$ cat config.mk
export PLATFORM = sky130hd
export DESIGN_NAME = mux_arbiter
export DESIGN_NICKNAME = d
export VERILOG_FILES = /design/src/rtl/mux_arbiter.sv
export SDC_FILE = /design/constraint.sdc
export NUM_CORES = 1
export LEC_CHECK = 0
export CORE_MARGIN = 2
export CORE_UTILIZATION = 41
export CTS_CLUSTER_DIAMETER = 50
export DETAILED_ROUTE_END_ITERATION = 8
export HOLD_SLACK_MARGIN = 0.06
export MAX_ROUTING_LAYER = met4
export PLACE_DENSITY = 0.8
export SYNTH_ARGS = -nofsm -noshare
export SYNTH_HDL_FRONTEND = slang
export SYNTH_SLANG_ARGS = --single-unit
export TNS_END_PERCENT = 5
$ cat constraint.sdc
create_clock -name clk -period 1.9 [get_ports clk]
set_input_delay 0.38 -clock clk [delete_from_list [all_inputs] [get_ports clk]]
set_output_delay 0.38 -clock clk [all_outputs]
set_load 0.1 [all_outputs]
$ cat src/rtl/mux_arbiter.sv
// Four-source round-robin arbiter that owns a W-bit output mux until the owner releases.
// Optional ownership timeout is compiled in with `define MUX_ARB_TIMEOUT_EN (limit set by TMO).
module mux_arbiter #(
   parameter int W   = 1,
   parameter int TMO = 16
) (
   input  logic         clk,
   input  logic         rst_n,
   input  logic [3:0]   req,
   input  logic         done,
   input  logic [W-1:0] a,
   input  logic [W-1:0] b,
   input  logic [W-1:0] c,
   input  logic [W-1:0] d,
   output logic         s1,
   output logic         s0,
   output logic [3:0]   gnt,
   output logic         busy,
   output logic [W-1:0] y,
   output logic         tmo
);

   typedef enum logic {IDLE, OWN} state_t;

   state_t      state, state_nxt;
   logic [1:0]  ptr, ptr_nxt;
   logic [1:0]  sel, sel_nxt;
   logic [3:0]  gnt_nxt;
   logic [1:0]  winner;
   logic [1:0]  idx;
   logic        found;
   logic        release_now;
   logic        force_rel;

   // Search starts just past the last owner, so that owner ends up with lowest priority.
   always_comb begin
      winner = ptr;
      found  = 1'b0;
      idx    = ptr;
      for (int k = 1; k <= 4; k++) begin
         idx = ptr + k[1:0];
         if (!found && req[idx]) begin
            winner = idx;
            found  = 1'b1;
         end
      end
   end

   assign release_now = done || !req[sel];

`ifdef MUX_ARB_TIMEOUT_EN
   logic [7:0] cnt;

   assign force_rel = (state == OWN) && !release_now && (cnt == 8'(TMO - 1));

   always_ff @(posedge clk or negedge rst_n) begin
      if (!rst_n) begin
         cnt <= 8'd0;
         tmo <= 1'b0;
      end else begin
         tmo <= force_rel;
         if (state == IDLE)
            cnt <= 8'd0;
         else
            cnt <= cnt + 8'd1;
      end
   end
`else
   assign force_rel = 1'b0;
   assign tmo       = 1'b0;
`endif

   always_comb begin
      state_nxt = state;
      ptr_nxt   = ptr;
      sel_nxt   = sel;
      gnt_nxt   = gnt;
      case (state)
         IDLE: begin
            if (found) begin
               state_nxt = OWN;
               sel_nxt   = winner;
               gnt_nxt   = 4'b0001 << winner;
            end
         end
         OWN: begin
            // Select is left untouched on release; y is blanked by busy instead.
            if (release_now || force_rel) begin
               state_nxt = IDLE;
               gnt_nxt   = 4'b0000;
               ptr_nxt   = sel;
            end
         end
         default: state_nxt = IDLE;
      endcase
   end

   always_ff @(posedge clk or negedge rst_n) begin
      if (!rst_n) begin
         state <= IDLE;
         ptr   <= 2'd3;
         sel   <= 2'd0;
         gnt   <= 4'b0000;
      end else begin
         state <= state_nxt;
         ptr   <= ptr_nxt;
         sel   <= sel_nxt;
         gnt   <= gnt_nxt;
      end
   end

   assign busy = (state == OWN);
   assign s1   = sel[1];
   assign s0   = sel[0];

   always_comb begin
      y = '0;
      if (busy) begin
         case (sel)
            2'd0:    y = a;
            2'd1:    y = b;
            2'd2:    y = c;
            default: y = d;
         endcase
      end
   end

endmodule

==> results of run 1 <==
[cell usage after synthesis (all sizes together) (2+ instances only)]
| master | count |
|---|---|
| buf | 2 |
| nand2b | 4 |
| a21oi | 2 |
| o22ai | 4 |
| dfstp | 2 |
| nand2 | 6 |
| nor2 | 2 |
| o21ai | 2 |
| mux2i | 3 |
| nor3 | 2 |
| dfrtp | 7 |
[registers in the layout, indices dropped and copies added (netlist names)]
signal  cells
busy        1
gnt         4
ptr         2
sel         2
[layout make-up]
class	count	area [um^2]
repair buffers	22	260.3
clock buffers	4	26.28
fillers	99	441.7
multi-input cells	40	300.3
flip-flops and latches	9	234.0
well taps	15	18.77
inverters	1	3.754
[worst register-to-register path: cells and delay by family, from the launching register on]
| family | cells | cell delay [ps] |
|---|---|---|
| buf+inv | 2 | 360 |
| simple gates | 2 | 320 |
| compound gates | 2 | 350 |
| flops | 1 | 490 |
[routing by layer]
layer | vias up | global-route usage | share of wire | routed length (um)
met5 | - | - | 0 | 0
met4 | 0 | 0.08333 | 0.011 | 14
met3 | 4 | 0.03261 | 0.045 | 59
met2 | 18 | 0.3294 | 0.51 | 667
met1 | 237 | 0.2334 | 0.43 | 558
li1 | 233 | - | - | -
[layout by cell type (no fill, tap or decap), types with 2 or more instances in the layout]
| cell type | count |
|---|---|
| clkbuf_4 | 3 |
| dfstp_2 | 2 |
| dfrtp_2 | 2 |
| mux2i_1 | 3 |
| nor2_1 | 2 |
| o21ai_1 | 2 |
| dfrtp_1 | 4 |
| dlygate4sd2_1 | 4 |
| o22ai_1 | 3 |
| nand2_1 | 5 |
| buf_4 | 6 |
| clkdlybuf4s50_1 | 6 |
| a21oi_1 | 2 |
| nand2b_1 | 3 |
| buf_12 | 6 |
| nor3_1 | 2 |
[through the flow]
step	hold WS, ps	cell area, um^2
after floorplan	84.41	560.5
after global placement	500.2	814.5
after detailed placement	516.9	814.5
after CTS	422.9	843.3
after global routing	452.1	843.3
final	419.6	843.3
[logic make-up after synthesis]
kind of cell,count (synthesis),share of synthesized area
and+or+nand+nor,22,0.2585
muxes,5,0.1156
DFF,9,0.4127
AOI/OAI and AO/OA,12,0.1587
buffers and inverters,4,0.04761
other,1,0.006796
[worst max-delay path by stage]
stage,to,slack (ps),cells past startpoint
CTS,y,20,3
finish,y,20,3
global placement,y,-40,4
detailed placement,y,-50,4
global route,y,-1,3
floorplan,y,100,2
[timing repair]
item / in CTS / in global routing
endpoints found under the setup margin: 1 / 1
gates cloned: 0 / 0
gates resized for setup: 4 / 0
setup buffers: 1 / 0
==> flow_summary.yaml, run 1 <==
worst_setup_path:
  path_class: "reg -> out"
  r2r-start: "sel[0]"
  cp_cell_sequence: "mux4_2 > and2_4 > buf_12"
  crit_path_max_fanout: 2
  start_kind: "flop"
  required_ps: 1520
  worst_ep_arrival_time_ps: 1500
  max_stage_delay_ps: 490
  r2r_slack_ps: 310
  cp-startpoint: "sel[0]"
  cp_slowest_cell: "mux4_2"
  worst_r2r_endpoint: "gnt[1]"
  critPathBufInv: 1
  cp-end-kind: "output port"
  reg2reg_depth: 6
  cpLargestDelayFamily: "multiplexers"
timing:
  fin_setup_tns_ps: 0
  skew_ps: 2.695
  final_hold_viol_count: 0
  period_minus_slack_ps: 1876
  fmax_ghz: 0.5330
  finalCritPeriodShare: 0.9874
  fin_ws_ps: 23.89
  rsz0062_at_grt: "yes"
  setup_viol_count_final: 0
  slew_violations: 0
route:
  via_per_inst: 5.407
  firstDrtPassIters: 4
  drt_first_iter_violations: 11
  vias: 492
  routedWlPerCell_um: 14.26
  wl_um: 1298
  ant_nets: 0
  post-route-drc-count: 0
global_route:
  antenna_found_initial: 0
  grtUsageTotal: 0.1969
  grt_pass1_vias: 467
  grt_pass1_wl_um: 2035
  grt_max_degree: 10
  grt-ovfl-total: 0
cts:
  cts_sinks: 9
  tritoncts: "built"
  cts_htree_levels: 1
  cts_buffers: 3
  clk_latency_ps: 250
  ctsLongestPathBuffers: 2
  clkTransAtPathRegs_ps: 60
  ctsHoldBuffers: 0
  cts_root_buffer: "clkbuf_4"
yosys:
  synth.top_cell.area_share: 0.3175
  yosysTopAreaCell: "dfrtp_1"
  syn-mean-instance-area_um2: 10.41
  synth_ff_type: "dfrtp_1"
  synth.area.top_cells: "dfrtp_1, dfstp_2, mux2i_1, mux4_2, nand2_1"
  ys_types: 32
  synth_edf_count: 0
  ys_ff_latch: 9
  synth_fp_nets: 64
  ys_warn_count: 0
  yosysSeqAreaShare: 0.4127
  netlist_area_um2: 551.8
  async_reset_ff_frac: 1.000
  syn_inst: 53
placed_design:
  dp.cells: 86
  dpl.hpwl_um: 981.6
  io_buffers: 18
  place_ws_ps: -50.83
  routabilityCongestion: 0.7563
finish:
  layout.cells.non_filler: 91
  drive_above_1_share: 0.3684
  area_delta_synth_final_pct: 52.83
  finish.utilization: 0.6563
  diodes: 0
  layout.nets: 88
floorplan:
  dieArea_um2: 1655
  coreArea_um2: 1285
  num_rows: 13
  die_h_um: 40.69
  start_util: 0.4294
  die_w_um: 40.69
  ios: 20
job:
  cap_violations: 0
run_status:
  status: "completed"
hold_path:
  hp-class: "in -> async"
Power of run 1 is not shown: default switching activity piles up to over one toggle a cycle in this logic, so the estimate is an artifact.
==> run 2: changes to the inputs <==
--- a/config.mk
+++ b/config.mk
@@ -5,13 +5,16 @@
 export SDC_FILE = /design/constraint.sdc
 export NUM_CORES = 1
 export LEC_CHECK = 0
+export ABC_AREA = 1
+export CELL_PAD_IN_SITES_DETAIL_PLACEMENT = 0
+export CELL_PAD_IN_SITES_GLOBAL_PLACEMENT = 1
 export CORE_MARGIN = 2
-export CORE_UTILIZATION = 41
+export CORE_UTILIZATION = 32
 export CTS_CLUSTER_DIAMETER = 50
 export DETAILED_ROUTE_END_ITERATION = 8
 export HOLD_SLACK_MARGIN = 0.06
 export MAX_ROUTING_LAYER = met4
-export PLACE_DENSITY = 0.8
+export PLACE_DENSITY = 0.83
 export SYNTH_ARGS = -nofsm -noshare
 export SYNTH_HDL_FRONTEND = slang
 export SYNTH_SLANG_ARGS = --single-unit
==> run 2 against run 1 <==
Effect of this change:
- wire length up 37%
- global-route usage down 4.1 points
- non-clock buffer count down 2
- highest routed layer unchanged
- clock skew down 1.8 ps
- critical endpoint unchanged
- flip-flop and latch count unchanged
- area after synthesis up 39%
==> flow_summary.yaml, run 2 <==
run_status:
  status: "completed"
yosys:
  synth_top_family_by_area: "simple AND/OR/NAND/NOR gates"
  synthMuxAreaShare: 0
  yosys.area_share.simple: 0.5277
  synthAdderAreaFrac: 0
  async_reset_ff_frac: 1.000
  syn_inst: 118
  ys_types: 21
  ys_ff_latch: 9
  synth_compound_area_frac: 0.08958
  ys_top_cells_by_count: "nand2_1, nand3_1, nand2_2, o21ai_0, dfrtp_1"
  synth.top_cell.area_share: 0.2394
  yosysSeqAreaShare: 0.2964
  synth_ff_type: "dfrtp_1"
  yosys.area_share.xor_xnor: 0
  yosysTopAreaCell: "nand2_1"
  synth.area.top_cells: "nand2_1, dfrtp_1, nand3_1, dfstp_2, nand2_2"
  netlist_area_um2: 768.2
  ys_warn_count: 0
  synth_edf_count: 0
  syn-mean-instance-area_um2: 6.510
  synth.most_common_cell: "nand2_1"
  synth_fp_nets: 129
timing:
  final_hold_viol_count: 0
  slew_violations: 0
  skew_ps: 0.9237
  period_minus_slack_ps: 1834
  setup_viol_count_final: 0
  rsz0062_at_grt: "no"
  finalCritPeriodShare: 0.9655
  fmax_ghz: 0.5451
floorplan:
  start_util: 0.3440
  dieArea_um2: 2808
  num_rows: 17
  die_h_um: 53.00
  coreArea_um2: 2233
  ios: 20
  die_w_um: 53.00
cts:
  tritoncts: "built"
  cts_root_buffer: "clkbuf_4"
  cts_sinks: 9
  cts_buffers: 3
  clkTransAtPathRegs_ps: 60
  clk_latency_ps: 250
  cts_htree_levels: 1
  ctsLongestPathBuffers: 2
  ctsHoldBuffers: 0
route:
  vias: 792
  routedWlPerCell_um: 10.61
  firstDrtPassIters: 4
  drt_first_iter_violations: 18
  post-route-drc-count: 0
  via_per_inst: 4.714
  wl_um: 1783
  ant_nets: 0
finish:
  final_cell_mix: "nand2_1, nand3_1, clkdlybuf4s50_1, nand2_2, o21ai_0"
  drive_above_1_share: 0.3214
  area_delta_synth_final_pct: 39.41
  final_common_cell: "nand2_1"
  finish.utilization: 0.4796
  reg_top3: "gnt (4), ptr (2), sel (2)"
  largest_reg_flops: 4
  diodes: 0
  layout.nets: 152
  top_register: "gnt"
job:
  cap_violations: 0
worst_setup_path:
  start_kind: "input port"
  worst_ep_arrival_time_ps: 1450
  cp-end-kind: "output port"
  r2r_slack_ps: 170
  reg2reg_depth: 11
  crit_path_max_fanout: 1
  path_class: "in -> out"
  required_ps: 1520
  r2r-start: "ptr[0]"
  worst_r2r_endpoint: "gnt[0]"
placed_design:
  io_buffers: 18
  routabilityCongestion: 0.7457
  dpl.hpwl_um: 1476
global_route:
  antenna_found_initial: 0
  grtUsageTotal: 0.1563
  grt_pass1_vias: 796
  grt_max_degree: 12
  grt_pass1_wl_um: 3208
  grt-ovfl-total: 0
hold_path:
  hp-class: "in -> async"
==> run 2: cell count changes after synthesis, sizes merged, moves of 3 or more <==
cell,delta
o22ai,-4
nand2b,-4
nand3,+15
mux2i,-3
inv,+10
nor2,+4
nand2,+54
o21ai,+7
==> run 2: kinds of logic after synthesis <==
logic type             Yosys count
other                            1
AND/OR/NAND/NOR                 81
flip-flops                       9
buffers and inverters           14
AO/OA/AOI/OAI                   13
==> run 2: layer usage <==
metal	vias to the layer above	track usage	part of all wire
met5	-	-	0
met4	0	0.05128	0.011
met3	4	0.01977	0.028
met2	13	0.2708	0.50
met1	361	0.1875	0.46
li1	414	-	-
==> run 2: critical path, stage by stage <==
cell             delay, ps
clkdlybuf4s50_1        460
a21oi_1                 90
a221oi_4               310
buf_12                 210
==> run 2: what timing repair did <==
item                                   4_1_cts  5_1_grt
setup endpoints to repair                    0        7
buffers inserted                             0        2
endpoints found under the hold margin        0        0
resized for setup                            0        1
==> run 2: final cells by class <==
type	count	area, um^2
fill	245	1162
clock buffer	4	26.28
sequential	9	236.5
multi-input combinational	95	498.0
tap	28	35.03
timing repair buffer	20	225.2
inverter	12	50.05
==> run 2: how the worst max path moves through the flow <==
| stage | startpoint | endpoint | slack, ps | depth (start not counted) |
|---|---|---|---|---|
| 2_1_floorplan | sel[1] | y | -210 | 3 |
| 3_3_place_gp | req[3] | gnt[2] | 40 | 11 |
| 3_5_place_dp | req[0] | gnt[3] | 10 | 12 |
| 4_1_cts | d | y | 30 | 4 |
| 5_1_grt | sel[0] | y | 9 | 4 |
| 6_report | d | y | 70 | 4 |
==> run 2: stage by stage <==
| stage | cells | TNS, ps | hold WS [ps] | worst slack, ps | instance area (um^2) |
|---|---|---|---|---|---|
| after global placement | 162 | 0 | 493.2 | 44.25 | 1027 |
| after CTS | 166 | 0 | 427.7 | 29.88 | 1054 |
| after floorplan | 118 | -212.9 | 84.41 | -212.9 | 797.0 |
| after detailed placement | 162 | 0 | 499.9 | 14.56 | 1027 |
| final | 168 | 0 | 410.7 | 65.50 | 1071 |
| after global routing | 168 | 0 | 451.2 | 8.772 | 1071 |
Power of run 2 is left out for the same reason.
==> run 3: changes to the inputs <==
--- a/config.mk
+++ b/config.mk
@@ -8,13 +8,14 @@
 export ABC_AREA = 1
 export CELL_PAD_IN_SITES_DETAIL_PLACEMENT = 0
 export CELL_PAD_IN_SITES_GLOBAL_PLACEMENT = 1
+export CORE_ASPECT_RATIO = 0.75
 export CORE_MARGIN = 2
-export CORE_UTILIZATION = 32
+export CORE_UTILIZATION = 30
 export CTS_CLUSTER_DIAMETER = 50
 export DETAILED_ROUTE_END_ITERATION = 8
 export HOLD_SLACK_MARGIN = 0.06
 export MAX_ROUTING_LAYER = met4
-export PLACE_DENSITY = 0.83
+export PLACE_DENSITY = 0.79
 export SYNTH_ARGS = -nofsm -noshare
 export SYNTH_HDL_FRONTEND = slang
 export SYNTH_SLANG_ARGS = --single-unit
==> run 3 against run 2 <==
Effect of this change:
- setup slack better by 2.6 ps
- hold slack got worse by 8.0 ps
- final cell count increased by 4.8%
- sequential share of layout area shrank 1.4 points
- first-iteration DRC count increased by 28%
- critical path depth did not move
- non-clock buffer count is 2 higher
- clock skew up 6.4 ps
- cell area is 6.8% higher
- maximum frequency up 0.14%
- count of clock-buffer cells in the layout is the same
==> flow_summary.yaml, run 3 (synthesis results as in run 2) <==
run_status:
  status: "completed"
cts:
  clkTransAtPathRegs_ps: 60
  cts_root_buffer: "clkbuf_4"
  cts_sinks: 9
  ctsHoldBuffers: 0
  cts_buffers: 3
  cts_htree_levels: 1
  tritoncts: "built"
  clk_latency_ps: 260
  ctsLongestPathBuffers: 2
global_route:
  grtUsageTotal: 0.1364
  grt_max_degree: 10
  grtUsageMet3: 0.04706
  grt_pass1_vias: 715
  antenna_found_initial: 0
  grt_pass1_wl_um: 3049
  grt-ovfl-total: 0
  grtUsageMet2: 0.2215
  grtUsageMet1: 0.1778
  grt.busiest_layer: "met2"
worst_setup_path:
  critPathBufInv: 2
  path_class: "reg -> out"
  path_depth: 4
  cp_cell_sequence: "inv_4 > nand2_2 > a221oi_4 > buf_12"
  max_stage_delay_ps: 530
  reg2reg_depth: 11
  cp-end-kind: "output port"
  crit_path_max_fanout: 7
  required_ps: 1520
  start_kind: "flop"
  cp_slowest_cell: "dfrtp_4"
  cpLargestDelayFamily: "flip-flops"
  worst_ep_arrival_time_ps: 1450
finish:
  reg_top3: "gnt (4), ptr (2), sel (2)"
  drive_above_1_share: 0.3310
  area_delta_synth_final_pct: 48.86
  final_cell_mix: "nand2_1, nand3_1, clkdlybuf4s50_1, nand2_2"
  top_register: "gnt"
  final_common_cell: "nand2_1"
  diodes: 0
  layout.nets: 154
  largest_reg_flops: 4
timing:
  rsz0062_at_grt: "no"
  holdWs_ps: 402.7
  fin_ws_ps: 68.09
  setup_viol_count_final: 0
  final_hold_viol_count: 0
  slew_violations: 0
  period_minus_slack_ps: 1832
  finalCritPeriodShare: 0.9642
  skew_ps: 7.360
  fmax_ghz: 0.5459
route:
  drt_first_iter_violations: 23
  ant_nets: 0
  via_per_inst: 4.523
  firstDrtPassIters: 4
  wl_um: 1888
  post-route-drc-count: 0
  vias: 796
  routedWlPerCell_um: 10.73
floorplan:
  ios: 20
  num_rows: 15
  die_w_um: 62.43
  coreArea_um2: 2365
  start_util: 0.3249
  die_h_um: 47.83
  dieArea_um2: 2986
placed_design:
  routabilityCongestion: 0.7996
  io_buffers: 18
  place_ws_ps: 29.53
  dpl.hpwl_um: 1499
job:
  cap_violations: 0
hold_path:
  hp-class: "in -> async"
run 3: final timing paths:
kind,start,endpoint,slack [ps]
setup / recovery,sel[1],y,70
hold / removal,rst_n,sel[0],400
setup reg to reg,ptr[0],gnt[0],180
hold reg to reg,ptr[1],ptr[1],530
max in group asynchronous,rst_n,sel[1],1180
min in group clk,ptr[1],ptr[1],530
run 3: per-layer routing:
layer / vias up / share of wire
li1: 421 / -
met1: 353 / 0.50
met2: 22 / 0.44
met3: 0 / 0.057
met4: 0 / 0
met5: - / 0
run 3: timing repair:
action / in CTS / in global routing
resized for setup: 0 / 1
setup buffers: 0 / 3
setup endpoints to repair: 0 / 1
endpoints found under the hold margin: 0 / 0
run 3: cell type report:
type / instances / area [um^2]
inverter: 12 / 50.05
multi-input combinational: 95 / 498.0
sequential: 9 / 236.5
timing repair buffer: 22 / 290.3
fill: 242 / 1221
tap: 34 / 42.54
clock buffer: 4 / 26.28
run 3: stage by stage:
stage	instances	instance area, um^2	utilization	TNS, ps
5_1_grt	176	1144	0.4836	0
6_report	176	1144	0.4836	0
2_1_floorplan	118	797.0	-	-212.9
3_3_place_gp	169	1092	0.4619	0
4_1_cts	173	1119	0.4730	0
3_5_place_dp	169	1092	0.4619	0
Power of run 3 is left out for the same reason.
